### src/rtl/mult_seq.sv
// Sequential shift-add multiplier, WIDTH x WIDTH -> 2*WIDTH, signed or unsigned per operation.
// Latency: WIDTH+2 cycles from start to done (MULT_SEQ_EARLY_TERM_EN: highest set bit of |B| + 3, min 3).
// Backpressure: result and done held in DONE until ack; start is ignored outside IDLE and never queued.
module mult_seq #(
   parameter int WIDTH = 32
) (
   input  logic               clk,
   input  logic               rst,
   input  logic               start,
   input  logic               ack,
   input  logic               signed_mode,
   input  logic [WIDTH-1:0]   multiplicand,
   input  logic [WIDTH-1:0]   multiplier,
   output logic [2*WIDTH-1:0] product,
   output logic               busy,
   output logic               done
);

   localparam int CNT_W = $clog2(WIDTH) + 1;
   localparam logic [CNT_W-1:0] LAST_CNT = CNT_W'(WIDTH - 1);

   typedef enum logic [3:0] {
      S_IDLE = 4'b0001,
      S_RUN  = 4'b0010,
      S_FIX  = 4'b0100,
      S_DONE = 4'b1000
   } state_t;

   state_t               r_state;
   state_t               w_state_nxt;
   logic [2*WIDTH-1:0]   r_acc;
   logic [2*WIDTH-1:0]   r_mcand;
   logic [WIDTH-1:0]     r_mplier;
   logic [CNT_W-1:0]     r_cnt;
   logic                 r_neg;
   logic [2*WIDTH-1:0]   r_product;
   logic [WIDTH-1:0]     w_a_mag;
   logic [WIDTH-1:0]     w_b_mag;
   logic                 w_run_last;

   // Magnitudes of the operands; the most negative value maps to 2^(WIDTH-1) unsigned.
   assign w_a_mag = (signed_mode && multiplicand[WIDTH-1]) ? (~multiplicand + 1'b1) : multiplicand;
   assign w_b_mag = (signed_mode && multiplier[WIDTH-1])   ? (~multiplier + 1'b1)   : multiplier;

`ifdef MULT_SEQ_EARLY_TERM_EN
   // Stop as soon as no set multiplier bits remain after this shift.
   assign w_run_last = (r_mplier[WIDTH-1:1] == '0) || (r_cnt == LAST_CNT);
`else
   assign w_run_last = (r_cnt == LAST_CNT);
`endif

   // State register.
   always_ff @(posedge clk) begin
      if (rst) r_state <= S_IDLE;
      else     r_state <= w_state_nxt;
   end

   // Next-state decode; start only matters in IDLE, ack only in DONE.
   always_comb begin
      w_state_nxt = r_state;
      unique case (r_state)
         S_IDLE:  if (start) w_state_nxt = S_RUN;
         S_RUN:   if (w_run_last) w_state_nxt = S_FIX;
         S_FIX:   w_state_nxt = S_DONE;
         S_DONE:  if (ack) w_state_nxt = S_IDLE;
         default: w_state_nxt = S_IDLE;
      endcase
   end

   // Datapath: operand capture, one shift-add step per RUN cycle, sign fix into the product.
   always_ff @(posedge clk) begin
      if (rst) begin
         r_acc     <= '0;
         r_mcand   <= '0;
         r_mplier  <= '0;
         r_cnt     <= '0;
         r_neg     <= 1'b0;
         r_product <= '0;
      end else begin
         unique case (r_state)
            S_IDLE: begin
               if (start) begin
                  r_neg    <= signed_mode & (multiplicand[WIDTH-1] ^ multiplier[WIDTH-1]);
                  r_mcand  <= {{WIDTH{1'b0}}, w_a_mag};
                  r_mplier <= w_b_mag;
                  r_acc    <= '0;
                  r_cnt    <= '0;
               end
            end
            S_RUN: begin
               if (r_mplier[0]) r_acc <= r_acc + r_mcand;
               r_mcand  <= r_mcand << 1;
               r_mplier <= r_mplier >> 1;
               r_cnt    <= r_cnt + 1'b1;
            end
            S_FIX: begin
               r_product <= r_neg ? (~r_acc + 1'b1) : r_acc;
            end
            default: begin
            end
         endcase
      end
   end

   assign product = r_product;
   assign busy    = (r_state == S_RUN) || (r_state == S_FIX);
   assign done    = (r_state == S_DONE);

endmodule

### config.mk
export PLATFORM = sky130hd
export DESIGN_NAME = mult_seq
export DESIGN_NICKNAME = d
export VERILOG_FILES = /design/src/rtl/mult_seq.sv
export SDC_FILE = /design/constraint.sdc
export NUM_CORES = 1
export LEC_CHECK = 0
export ABC_AREA = 0
export CAP_MARGIN = 20
export CORE_MARGIN = 2
export CORE_UTILIZATION = 35
export DETAILED_ROUTE_END_ITERATION = 10
export GPL_ROUTABILITY_DRIVEN = 0
export PLACE_DENSITY = 0.53
export SYNTH_ARGS = -nofsm -noshare
export SYNTH_HDL_FRONTEND = slang
export SYNTH_SLANG_ARGS = --single-unit
### constraint.sdc
create_clock -name clk -period 4.5 [get_ports clk]
set_clock_uncertainty 0.05 [all_clocks]
set_input_delay 1.125 -clock clk [delete_from_list [all_inputs] [get_ports clk]]
set_output_delay 1.125 -clock clk [all_outputs]
set_load 0.005 [all_outputs]
==> impl_results.md <==
* R2r setup slk at 0.58 ns
* Core box area at 41900 µm²
* Die H at 209 µm
* Unrepaired setup endpoints after global routing: false
* Vias per inst at 5.53
* CP endpoint kind: register
* Setup violators final at 0
* Max cap viols at 0
* Pwr Density at 288 nW/µm²
* H-tree Lvls at 1
* # Post-CTS Setup Buffers at 0
* Status: complete, no violations
* CTS tree: yes
* Max incr delay on CP at 0.69 ns
* Syn Inst Count at 1952
* Setup CP Type: register to register
* Clock Pin Slew Worst Setup and Hold Paths at 0.06 ns
* Initial antenna violation count at 0
* VDD IR max at 0.217 mV
* Initial Util at 35.3%
* ANT nets after route at 0
* WL final at 45000 µm
* Max-slew violation count at 0
* Sequential area share after synthesis at 31.8%
* GRT Total Usage at 20.1%
* DP HPWL at 33800 µm
* Ant. Diodes at 0
* Die footprint at 43900 µm²
* Leak Pwr at 0.00640 µW
* Largest net degree at the start of global routing at 119
* Placed inst area at 16600 µm²
* Period utilization at 87.1%
* Top FF cell, synth: dfxtp_1
* WL/cell at 17.5 µm
* P&R area growth vs syn at 18.6%
* Least-Margin Pin Slew at 0.824 ns
* Worst-skew pair later-pin latency at 0.56 ns
* Non-filler instance count after layout at 2572
* Final worst path period need at 3.92 ns
* Fill count at 4329
* Gr ovfl total at 0
* Layout net count at 2151
* Width of the die at 209 µm
* Cts hold-fix bufs at 0
* Fmax at 255 MHz
* Final instance area at 17500 µm²
* Fin. Hold Viols at 0
* Starting DRT DRC Count at 1025
* Layout cells sized above 1 at 4.77%
* Asr flop ratio synth at 0%
* First-pass GRT wire length at 72400 µm
* Required @ worst endpoint at 4.90 ns
* Worst hold path type: register to register
* Vias in the first global route at 13200
* Relative slew slack at 45.1%
* Post-Syn Area at 14800 µm²
* First-pass iteration count of the detailed router at 5
* Fin Setup TNS at 0 ns
* Clock sinks at 235
* Crit Path Max Fanout at 10
* WP data arrival at 4.32 ns
* Synthesized flop and latch total at 235
* DRC at 0
* Port bufs at 134
* Clk buf depth at 3
* CTS Buf Count at 28
* Clk root buf: clkbuf_16
* Critical-path cell list: ha_1 -> a21oi_1 -> o21ai_0 -> a211oi_1 -> o211ai_1 -> a41oi_1 -> o32ai_1 -> o41ai_1 -> xnor2_1 -> o21bai_1 -> a22o_1
* Std cell rows at 75
* IO Pins at 135
* Synth Net Count at 2089
* Dpl cells at 2523
* Syn Area/Cell at 7.57 µm²
* Synth cell types at 66
* PostCTS Resize Cnt at 0
* Critical Path Start Type: register
* Synth warn at 0
* Routed vias at 14200
* Highest-delay cell along the critical path: a41oi_1
* Number of synthesized flops with an enable pin at 0
[area by class of cell]
class	instances	area [µm²]	area share (%)
clock buffers	41	841	4.80
clock inverters	8	124	0.707
inverters	34	128	0.728
multi-input cells	1556	9510	54.3
flip-flops and latches	235	4710	26.9
well taps	539	674	3.85
repair buffers	159	1540	8.81
[kinds of logic after synthesis]
family                     share of synthesized area (%)
and+or+nand+nor                                     21.6
xor gates and xnor gates                            9.84
AOI/OAI and AO/OA                                   26.6
DFF                                                 31.8
muxes                                              0.135
buffers and inverters                               4.14
adders and majority gates                           5.81
[through the flow]
stage | power (µW) | worst slack, ns | util [%] | hold WS (ns)
floorplan | 2520 | 1.24 | - | 0.394
detailed placement | 2720 | 0.618 | 39.6 | 0.397
finish | 5050 | 0.579 | 41.9 | 0.405
global route | 5250 | 0.379 | 41.9 | 0.423
global placement | 2720 | 0.679 | 39.6 | 0.395
CTS | 5120 | 0.672 | 41.9 | 0.408
[worst max-delay path: cells and delay by family (launching register included)]
family,cells,cell delay (ns)
fa+ha+maj,1,0.38
xor+xnor,1,0.19
flops,1,0.44
compound gates,9,2.74
[routing by layer]
layer | vias up | routed length, µm | track usage [%]
met5 | - | 0 | 0
met4 | 0 | 885 | 4.70
li1 | 7225 | - | -
met2 | 388 | 18400 | 29.6
met3 | 57 | 3010 | 3.56
met1 | 6546 | 22800 | 30.4
[Yosys cell counts, types with 3 or more instances]
cell | count | area share, %
xnor2_1 | 63 | 3.7
nor3_1 | 28 | 0.95
or4_1 | 10 | 0.51
o21ai_1 | 3 | 0.10
o21a_1 | 10 | 0.51
xor2_1 | 103 | 6.1
and2_1 | 10 | 0.42
a21boi_0 | 7 | 0.36
nand3_1 | 95 | 3.2
or2_2 | 8 | 0.34
o41ai_1 | 17 | 1.0
a221oi_1 | 19 | 1.1
nor4b_1 | 3 | 0.18
dfxtp_1 | 235 | 32
o21bai_1 | 17 | 0.86
or3_1 | 15 | 0.64
a41oi_1 | 4 | 0.24
a311oi_1 | 4 | 0.24
ha_1 | 67 | 5.7
nand2b_1 | 13 | 0.55
nand4_1 | 22 | 0.93
a21o_1 | 25 | 1.3
a22oi_1 | 49 | 2.5
a22o_1 | 3 | 0.18
and3_1 | 13 | 0.55
or3_4 | 3 | 0.23
nand2_1 | 256 | 6.5
a211oi_1 | 58 | 2.9
a21oi_1 | 237 | 8.0
o211ai_1 | 5 | 0.25
o31ai_1 | 30 | 1.5
nor2_1 | 172 | 4.4
a31oi_1 | 13 | 0.55
buf_1 | 12 | 0.30
nor4_1 | 24 | 1.0
o21ai_0 | 105 | 3.6
inv_1 | 34 | 0.86
nor2b_1 | 8 | 0.34
nand3b_1 | 5 | 0.25
clkbuf_1 | 114 | 2.9
[registers in the layout, summed over array words and instances, names as in the netlist]
name and cells:
r_state 4, product 64, r_mcand 64, r_acc 64
r_neg 1, r_cnt 6, r_mplier 32
[power breakdown]
group | internal, µW | leakage, µW | switching [µW] | total, µW
combinational | 195 | 0.00403 | 303 | 498
sequential | 2130 | 0.00190 | 50.7 | 2180
clock | 1450 | 0.000468 | 922 | 2380
total | 3780 | 0.00640 | 1280 | 5050
[final timing paths]
| path | from | end | cells past startpoint |
|---|---|---|---|
| setup / recovery | r_acc[14] | r_acc[63] | 11 |
| hold / removal | product[53] | product[53] | 2 |
| setup reg to reg | r_acc[14] | r_acc[63] | 11 |
| hold reg to reg | product[53] | product[53] | 2 |
[layout by cell type, fill, tap and decap left out, drive strengths merged, types with 28 or more instances in the layout]
cell type,count
nand2,256
a21oi,237
dfxtp,235
nor2,172
clkdlybuf4s50,133
o21ai,108
xor2,103
nand3,95
ha,67
xnor2,63
a211oi,58
a22oi,49
clkbuf,41
inv,34
o31ai,32
nor3,28
(Power assumes the default switching activity.)
